$ cat config.mk
export PLATFORM = sky130hd
export DESIGN_NAME = adder_result_buffer_flat
export DESIGN_NICKNAME = d
export VERILOG_FILES = /design/src/rtl/adder_result_buffer_pkg.sv /design/src/rtl/adder_result_buffer_if.sv /design/src/rtl/result_fifo_mem.sv /design/src/rtl/adder_result_buffer.sv /design/src/flat_wrapper.sv
export SDC_FILE = /design/constraint.sdc
export NUM_CORES = 1
export LEC_CHECK = 0
export CAP_MARGIN = 10
export CORE_UTILIZATION = 25
export DETAILED_ROUTE_END_ITERATION = 12
export PLACE_DENSITY = 0.42
export SLEW_MARGIN = 20
export SYNTH_ARGS = -nofsm -noshare
export SYNTH_HDL_FRONTEND = slang
export SYNTH_HIERARCHICAL = 1
export SYNTH_SLANG_ARGS = --single-unit
$ cat constraint.sdc
create_clock -name clk -period 2.6 [get_ports clk]
set_input_delay 0.78 -clock clk [delete_from_list [all_inputs] [get_ports clk]]
set_output_delay 0.78 -clock clk [all_outputs]
set_load 0.01 [all_outputs]
$ cat src/rtl/adder_result_buffer_pkg.sv
// Shared definitions for the adder stage and the result buffer behind it.
//   ADDER_W   : width of the adder sum
//   RESULT_W  : width of one stored result, {cout, s}
//   result_t  : packed result, carry in the MSB, sum below it
//   OCC_*     : occupancy states derived from the buffer level
//   pack_result() : builds a result_t from the adder outputs
package adder_result_buffer_pkg;

    localparam int ADDER_W  = 4;
    localparam int RESULT_W = ADDER_W + 1;

    typedef struct packed {
        logic               cout;
        logic [ADDER_W-1:0] s;
    } result_t;

    // Occupancy view of the buffer; the level counter is the real state,
    // these codes are only a readable summary of it.
    localparam logic [1:0] OCC_EMPTY   = 2'd0;
    localparam logic [1:0] OCC_PARTIAL = 2'd1;
    localparam logic [1:0] OCC_FULL    = 2'd2;

    function automatic result_t pack_result(input logic cout, input logic [ADDER_W-1:0] s);
        result_t r;
        r.cout = cout;
        r.s    = s;
        return r;
    endfunction

endpackage

$ cat src/rtl/adder_result_buffer_if.sv
// Handshake bundle between the adder, the result buffer and its consumer.
//   in_valid/s/cout/in_ready      : upstream adder results into the buffer
//   out_valid/out_ready/out_data  : buffered results towards the consumer
// Handshake rule: a transfer happens on a rising clk edge when valid and
// ready are both high before that edge; valid never waits on ready, and
// ready reflects only the buffer state before the edge.
//   master : the adder/consumer side (drives in_valid, s, cout, out_ready)
//   slave  : the buffer side (drives in_ready, out_valid, out_data)
interface adder_result_buffer_if
    import adder_result_buffer_pkg::*;
#(
    parameter int DW = RESULT_W
);
    logic               in_valid;
    logic [ADDER_W-1:0] s;
    logic               cout;
    logic               in_ready;
    logic               out_valid;
    logic               out_ready;
    logic [DW-1:0]      out_data;

    modport master (
        output in_valid, s, cout, out_ready,
        input  in_ready, out_valid, out_data
    );

    modport slave (
        input  in_valid, s, cout, out_ready,
        output in_ready, out_valid, out_data
    );
endinterface

$ cat src/rtl/result_fifo_mem.sv
// Storage array for the result buffer: DEPTH x DW, one synchronous write
// port and one asynchronous read port. Contents are not reset; validity
// is tracked by the control logic in the top level.
//   clk   : write clock
//   we    : write enable
//   waddr : write address
//   wdata : write data
//   raddr : read address
//   rdata : read data (combinational from raddr)
module result_fifo_mem #(
    parameter int DEPTH = 4,
    parameter int DW    = 5
) (
    input  logic                     clk,
    input  logic                     we,
    input  logic [$clog2(DEPTH)-1:0] waddr,
    input  logic [DW-1:0]            wdata,
    input  logic [$clog2(DEPTH)-1:0] raddr,
    output logic [DW-1:0]            rdata
);
    logic [DW-1:0] mem [DEPTH];

    always_ff @(posedge clk) begin
        if (we) begin
            mem[waddr] <= wdata;
        end
    end

    assign rdata = mem[raddr];
endmodule

$ cat src/rtl/adder_result_buffer.sv
// FIFO that buffers {cout, s} results from the adder for a consumer.
// Results pushed while full are dropped and counted.
//   clk       : sole clock, rising edge
//   reset     : asynchronous, active-low
//   bus       : handshake bundle (slave side)
//   level     : current occupancy, 0..DEPTH
//   drop_cnt  : results lost while full, saturating at 255
//   overflow  : sticky, set on the first drop
//   occ_state : occupancy state (OCC_EMPTY / OCC_PARTIAL / OCC_FULL)
module adder_result_buffer
    import adder_result_buffer_pkg::*;
#(
    parameter int DEPTH = 4,
    parameter int DW    = RESULT_W
) (
    input  logic                     clk,
    input  logic                     reset,
    adder_result_buffer_if.slave     bus,
    output logic [$clog2(DEPTH):0]   level,
    output logic [7:0]               drop_cnt,
    output logic                     overflow,
    output logic [1:0]               occ_state
);
    localparam int AW = $clog2(DEPTH);
    localparam int LW = AW + 1;

    logic [AW-1:0] wr_ptr;
    logic [AW-1:0] rd_ptr;
    logic [DW-1:0] wr_data;
    logic [DW-1:0] rd_data;
    logic          push;
    logic          pop;
    logic          drop;
    result_t       in_result;

    always_comb begin
        occ_state = OCC_PARTIAL;
        if (level == '0) begin
            occ_state = OCC_EMPTY;
        end else if (level == LW'(DEPTH)) begin
            occ_state = OCC_FULL;
        end
    end

    assign bus.in_ready  = (occ_state != OCC_FULL);
    assign bus.out_valid = (occ_state != OCC_EMPTY);

    // Decisions use the pre-edge state only: a pop on a full buffer does
    // not make room for a push on the same edge.
    assign push = bus.in_valid &  bus.in_ready;
    assign drop = bus.in_valid & ~bus.in_ready;
    assign pop  = bus.out_valid & bus.out_ready;

    assign in_result = pack_result(bus.cout, bus.s);
    assign wr_data   = DW'(in_result);

    result_fifo_mem #(
        .DEPTH (DEPTH),
        .DW    (DW)
    ) u_mem (
        .clk   (clk),
        .we    (push),
        .waddr (wr_ptr),
        .wdata (wr_data),
        .raddr (rd_ptr),
        .rdata (rd_data)
    );

    // Storage is not cleared, so mask the head when nothing is held.
    assign bus.out_data = bus.out_valid ? rd_data : '0;

    always_ff @(posedge clk or negedge reset) begin
        if (!reset) begin
            wr_ptr   <= '0;
            rd_ptr   <= '0;
            level    <= '0;
            drop_cnt <= '0;
            overflow <= 1'b0;
        end else begin
            // Pointers are AW bits wide and DEPTH is a power of two, so
            // plain increment wraps modulo DEPTH.
            if (push) begin
                wr_ptr <= wr_ptr + AW'(1);
            end
            if (pop) begin
                rd_ptr <= rd_ptr + AW'(1);
            end
            case ({push, pop})
                2'b10:   level <= level + LW'(1);
                2'b01:   level <= level - LW'(1);
                default: level <= level;
            endcase
            if (drop) begin
                overflow <= 1'b1;
                if (drop_cnt != 8'hFF) begin
                    drop_cnt <= drop_cnt + 8'd1;
                end
            end
        end
    end
endmodule

$ cat src/flat_wrapper.sv
// flat-port wrapper written by rule: the top's interface ports become plain ports
module adder_result_buffer_flat import adder_result_buffer_pkg::*;
#(
    parameter int DEPTH = 4,
    parameter int DW    = RESULT_W
)
  (clk, reset, level, drop_cnt, overflow, occ_state, bus_in_valid, bus_s, bus_cout, bus_out_ready, bus_in_ready, bus_out_valid, bus_out_data);
  adder_result_buffer_if #(.DW(DW)) bus_i ();
  input  logic clk;
  input  logic reset;
  output logic [$clog2(DEPTH):0] level;
  output logic [7:0] drop_cnt;
  output logic overflow;
  output logic [1:0] occ_state;
  input wire logic [$bits(bus_i.in_valid)-1:0] bus_in_valid;
  input wire logic [$bits(bus_i.s)-1:0] bus_s;
  input wire logic [$bits(bus_i.cout)-1:0] bus_cout;
  input wire logic [$bits(bus_i.out_ready)-1:0] bus_out_ready;
  output wire logic [$bits(bus_i.in_ready)-1:0] bus_in_ready;
  output wire logic [$bits(bus_i.out_valid)-1:0] bus_out_valid;
  output wire logic [$bits(bus_i.out_data)-1:0] bus_out_data;
  assign bus_i.in_valid = bus_in_valid;
  assign bus_i.s = bus_s;
  assign bus_i.cout = bus_cout;
  assign bus_i.out_ready = bus_out_ready;
  assign bus_in_ready = bus_i.in_ready;
  assign bus_out_valid = bus_i.out_valid;
  assign bus_out_data = bus_i.out_data;
  adder_result_buffer #(.DEPTH(DEPTH), .DW(DW)) u_core (.clk(clk), .reset(reset), .bus(bus_i), .level(level), .drop_cnt(drop_cnt), .overflow(overflow), .occ_state(occ_state));
endmodule
==> impl_metrics.toml <==
[run_status]
status = "completed"

[pwr]
power.density_nw_per_um2 = 1160
peakVddDrop_uv = 439
p_leak_uw = 0.000864
power.total_uw = 2520

[final_layout]
final_util_pct = 35.9
diodes = 0
mostFrequentLayoutCell = "clkdlybuf4s50_1"
layout.nets = 156
fill_cells = 591
drive_above_1_share_pct = 19.3
multi_input_area_um2 = 556
final_cell_mix = "clkdlybuf4s50_1 (24), edfxtp_1 (20), dfrtp_1 (15), xnor2_1 (8)"
area_growth_pct = 35.9
ff_latch_area_um2 = 1000

[logic_synthesis]
syn_area_um2 = 1600
synth_top_cell_area_share_pct = 37.6
synth_cell_types = 33
synth_warnings = 6
synth_seq_area_share_pct = 62.6
synth.area.top_cells = "edfxtp_1 (38%), dfrtp_1 (25%), mux4_2 (7.0%)"
syn_nets = 116
synth_cells = 104
avgSynthCellArea_um2 = 15.4
synth_top_area_cell = "edfxtp_1"
ys_ff_latch = 36

[floorplan]
core_area_um2 = 6060
rows = 28
die_w_um = 82.0
dieArea_um2 = 6720
fp.dieH_um = 82.0
start_util_pct = 26.4
ios = 30

[drt]
vias = 959
routedWlPerCell_um = 13.9
viasPerCell = 4.36
wl_um = 3060
drtPass1Iterations = 4
drc = 0
first_iter_violations = 55
ant_nets = 0

[critical_path]
worstSetupPathType = "flop to output pin"
r2r_cells = 8
arrival_ns = 1.74
crit_family = "buffers and inverters"
cp_max_fo = 5
cpPeakStageDelay_ns = 0.52
endpoint_kind = "output pin"
critPathRequiredTime_ns = 1.82
cp_num_buf_inv = 2
critPathSlowestCell = "clkdlybuf4s50_1"
cp-start-kind = "flop"
path_depth = 3
crit_chain = "or3b_4, inv_1, clkdlybuf4s50_1"

[clock_tree]
cts-hold-fix-buffers = 0
cts.sinks = 36
insertion_delay_ns = 0.29
cts_buffers = 5
cts_tree = "built"
cts_buffer_depth = 2
htreeDepth = 2
clk_pin_slew_ns = 0.07
ctsRootBufferMaster = "clkbuf_8"

[grt]
grt_max_degree = 17
grtUsageTotal_pct = 10.6
grt_first_pass_wirelength_um = 4970
first_global_vias = 993
grt-ovfl-total = 0
antenna_found_initial = 0

[sta]
slew_viol_final = 0
finalCriticalPeriod_ns = 2.52
rsz0062_at_grt = "no"
clock.fmax_mhz = 396
slew_headroom_pct = 74.5
worstMarginPinSlew_ns = 0.382
finClkSkew_ns = 0.00397
setup-tns-final_ns = 0
setup-violations-final = 0
post-route-period-util_pct = 97.1
hold_viol = 0

[job]
drv_cap = 0

[placed_design]
port_buffers = 29
place.gp.congestion = 0.731
hpwl_um = 2170

[min_path]
min_path_cells = 1
hp-class = "flop to flop"
power by group:
part	internal (uW)	leakage, uW	switching, uW
combinational	544	0.000406	370
sequential	772	0.000380	145
clock	480	0.0000784	206
Yosys cell counts:
master and count:
nand2b_1 1, edfxtp_1 20, o21ai_2 1, dfrtp_1 16
xor2_1 3, and2_1 6, inv_1 6, a21oi_1 3
buf_6 2, and3b_1 2, and3_1 4, nand3_1 3
o211ai_1 1, nand4_2 1, nand2_1 2, o2111ai_1 2
and4bb_1 1, mux4_2 5, and2_4 1, nor2_1 2
mux2i_1 1, o2111a_1 1, buf_2 1, fa_1 1
mux2_4 2, or3_1 1, ha_1 2, nand4_1 1
or3b_1 1, nor3b_1 1, and4_1 1, xnor2_1 8
or2_1 1
logic make-up after synthesis:
family | share of synthesized area [%]
compound gates | 3.76
xor+xnor | 6.03
fa+ha+maj | 2.82
buf+inv | 3.13
flops | 62.6
mux | 9.55
simple gates | 12.1
registers in the layout, indices dropped and copies added (netlist names):
name / count
u_core/drop_cnt: 8
u_core/level: 3
u_core/overflow: 1
u_core/rd_ptr: 2
u_core/u_mem/mem: 20
u_core/wr_ptr: 2
cell type report:
type / count / area share (%)
Clock buffer: 5 / 3.17
Clock inverter: 3 / 4.15
Inverter: 6 / 1.04
Multi-Input combinational cell: 59 / 25.6
Sequential cell: 36 / 46.1
Tap cell: 75 / 4.32
Timing Repair Buffer: 36 / 15.7
stage by stage:
| stage | area [um2] | instances | worst slack (ns) | hold WS [ns] |
|---|---|---|---|---|
| 6_report | 2170 | 220 | 0.0756 | 0.485 |
| 5_1_grt | 2170 | 220 | 0.000383 | 0.506 |
| 4_1_cts | 2160 | 219 | 0.0203 | 0.485 |
| 3_5_place_dp | 1980 | 208 | 0.00744 | 0.453 |
| 3_3_place_gp | 1980 | 208 | 0.0461 | 0.449 |
| 2_1_floorplan | 1600 | 104 | 0.511 | 0.484 |
path summary, 6_finish.rpt:
path,start,endpoint,slack [ns]
setup / recovery,u_core/level[1],occ_state[1],0.08
hold / removal,u_core/overflow,u_core/overflow,0.49
setup reg to reg,u_core/level[1],u_core/level[2],0.45
hold reg to reg,u_core/overflow,u_core/overflow,0.49
max in group asynchronous,reset,u_core/rd_ptr[0],1.58
min in group asynchronous,reset,u_core/drop_cnt[2],0.81
layer usage:
metal / global-route usage (%) / up-vias / wire length, um / part of all wire, %
met1: 14.0 / 464 / 1500 / 49
met5: 0 / - / 0 / 0
met2: 15.1 / 26 / 1330 / 44
met3: 3.78 / 7 / 166 / 5.4
met4: 5.79 / 0 / 60 / 2.0
li1: - / 462 / - / -
worst register-to-register path: stages (launching register included):
cell	delay, ns
dfrtp_1	0.43
or3b_4	0.44
nand2_1	0.13
ha_1	0.20
inv_1	0.06
fa_1	0.38
xor2_1	0.15
nor2_1	0.12
xor2_1	0.15
what timing repair did:
item                                    4_1_cts  5_1_grt
pin swaps                                     0        0
resized for setup                             7        2
setup buffers                                 3        1
endpoints found under the setup margin        5        3
No activity file was read; power rests on OpenSTA's default activity.
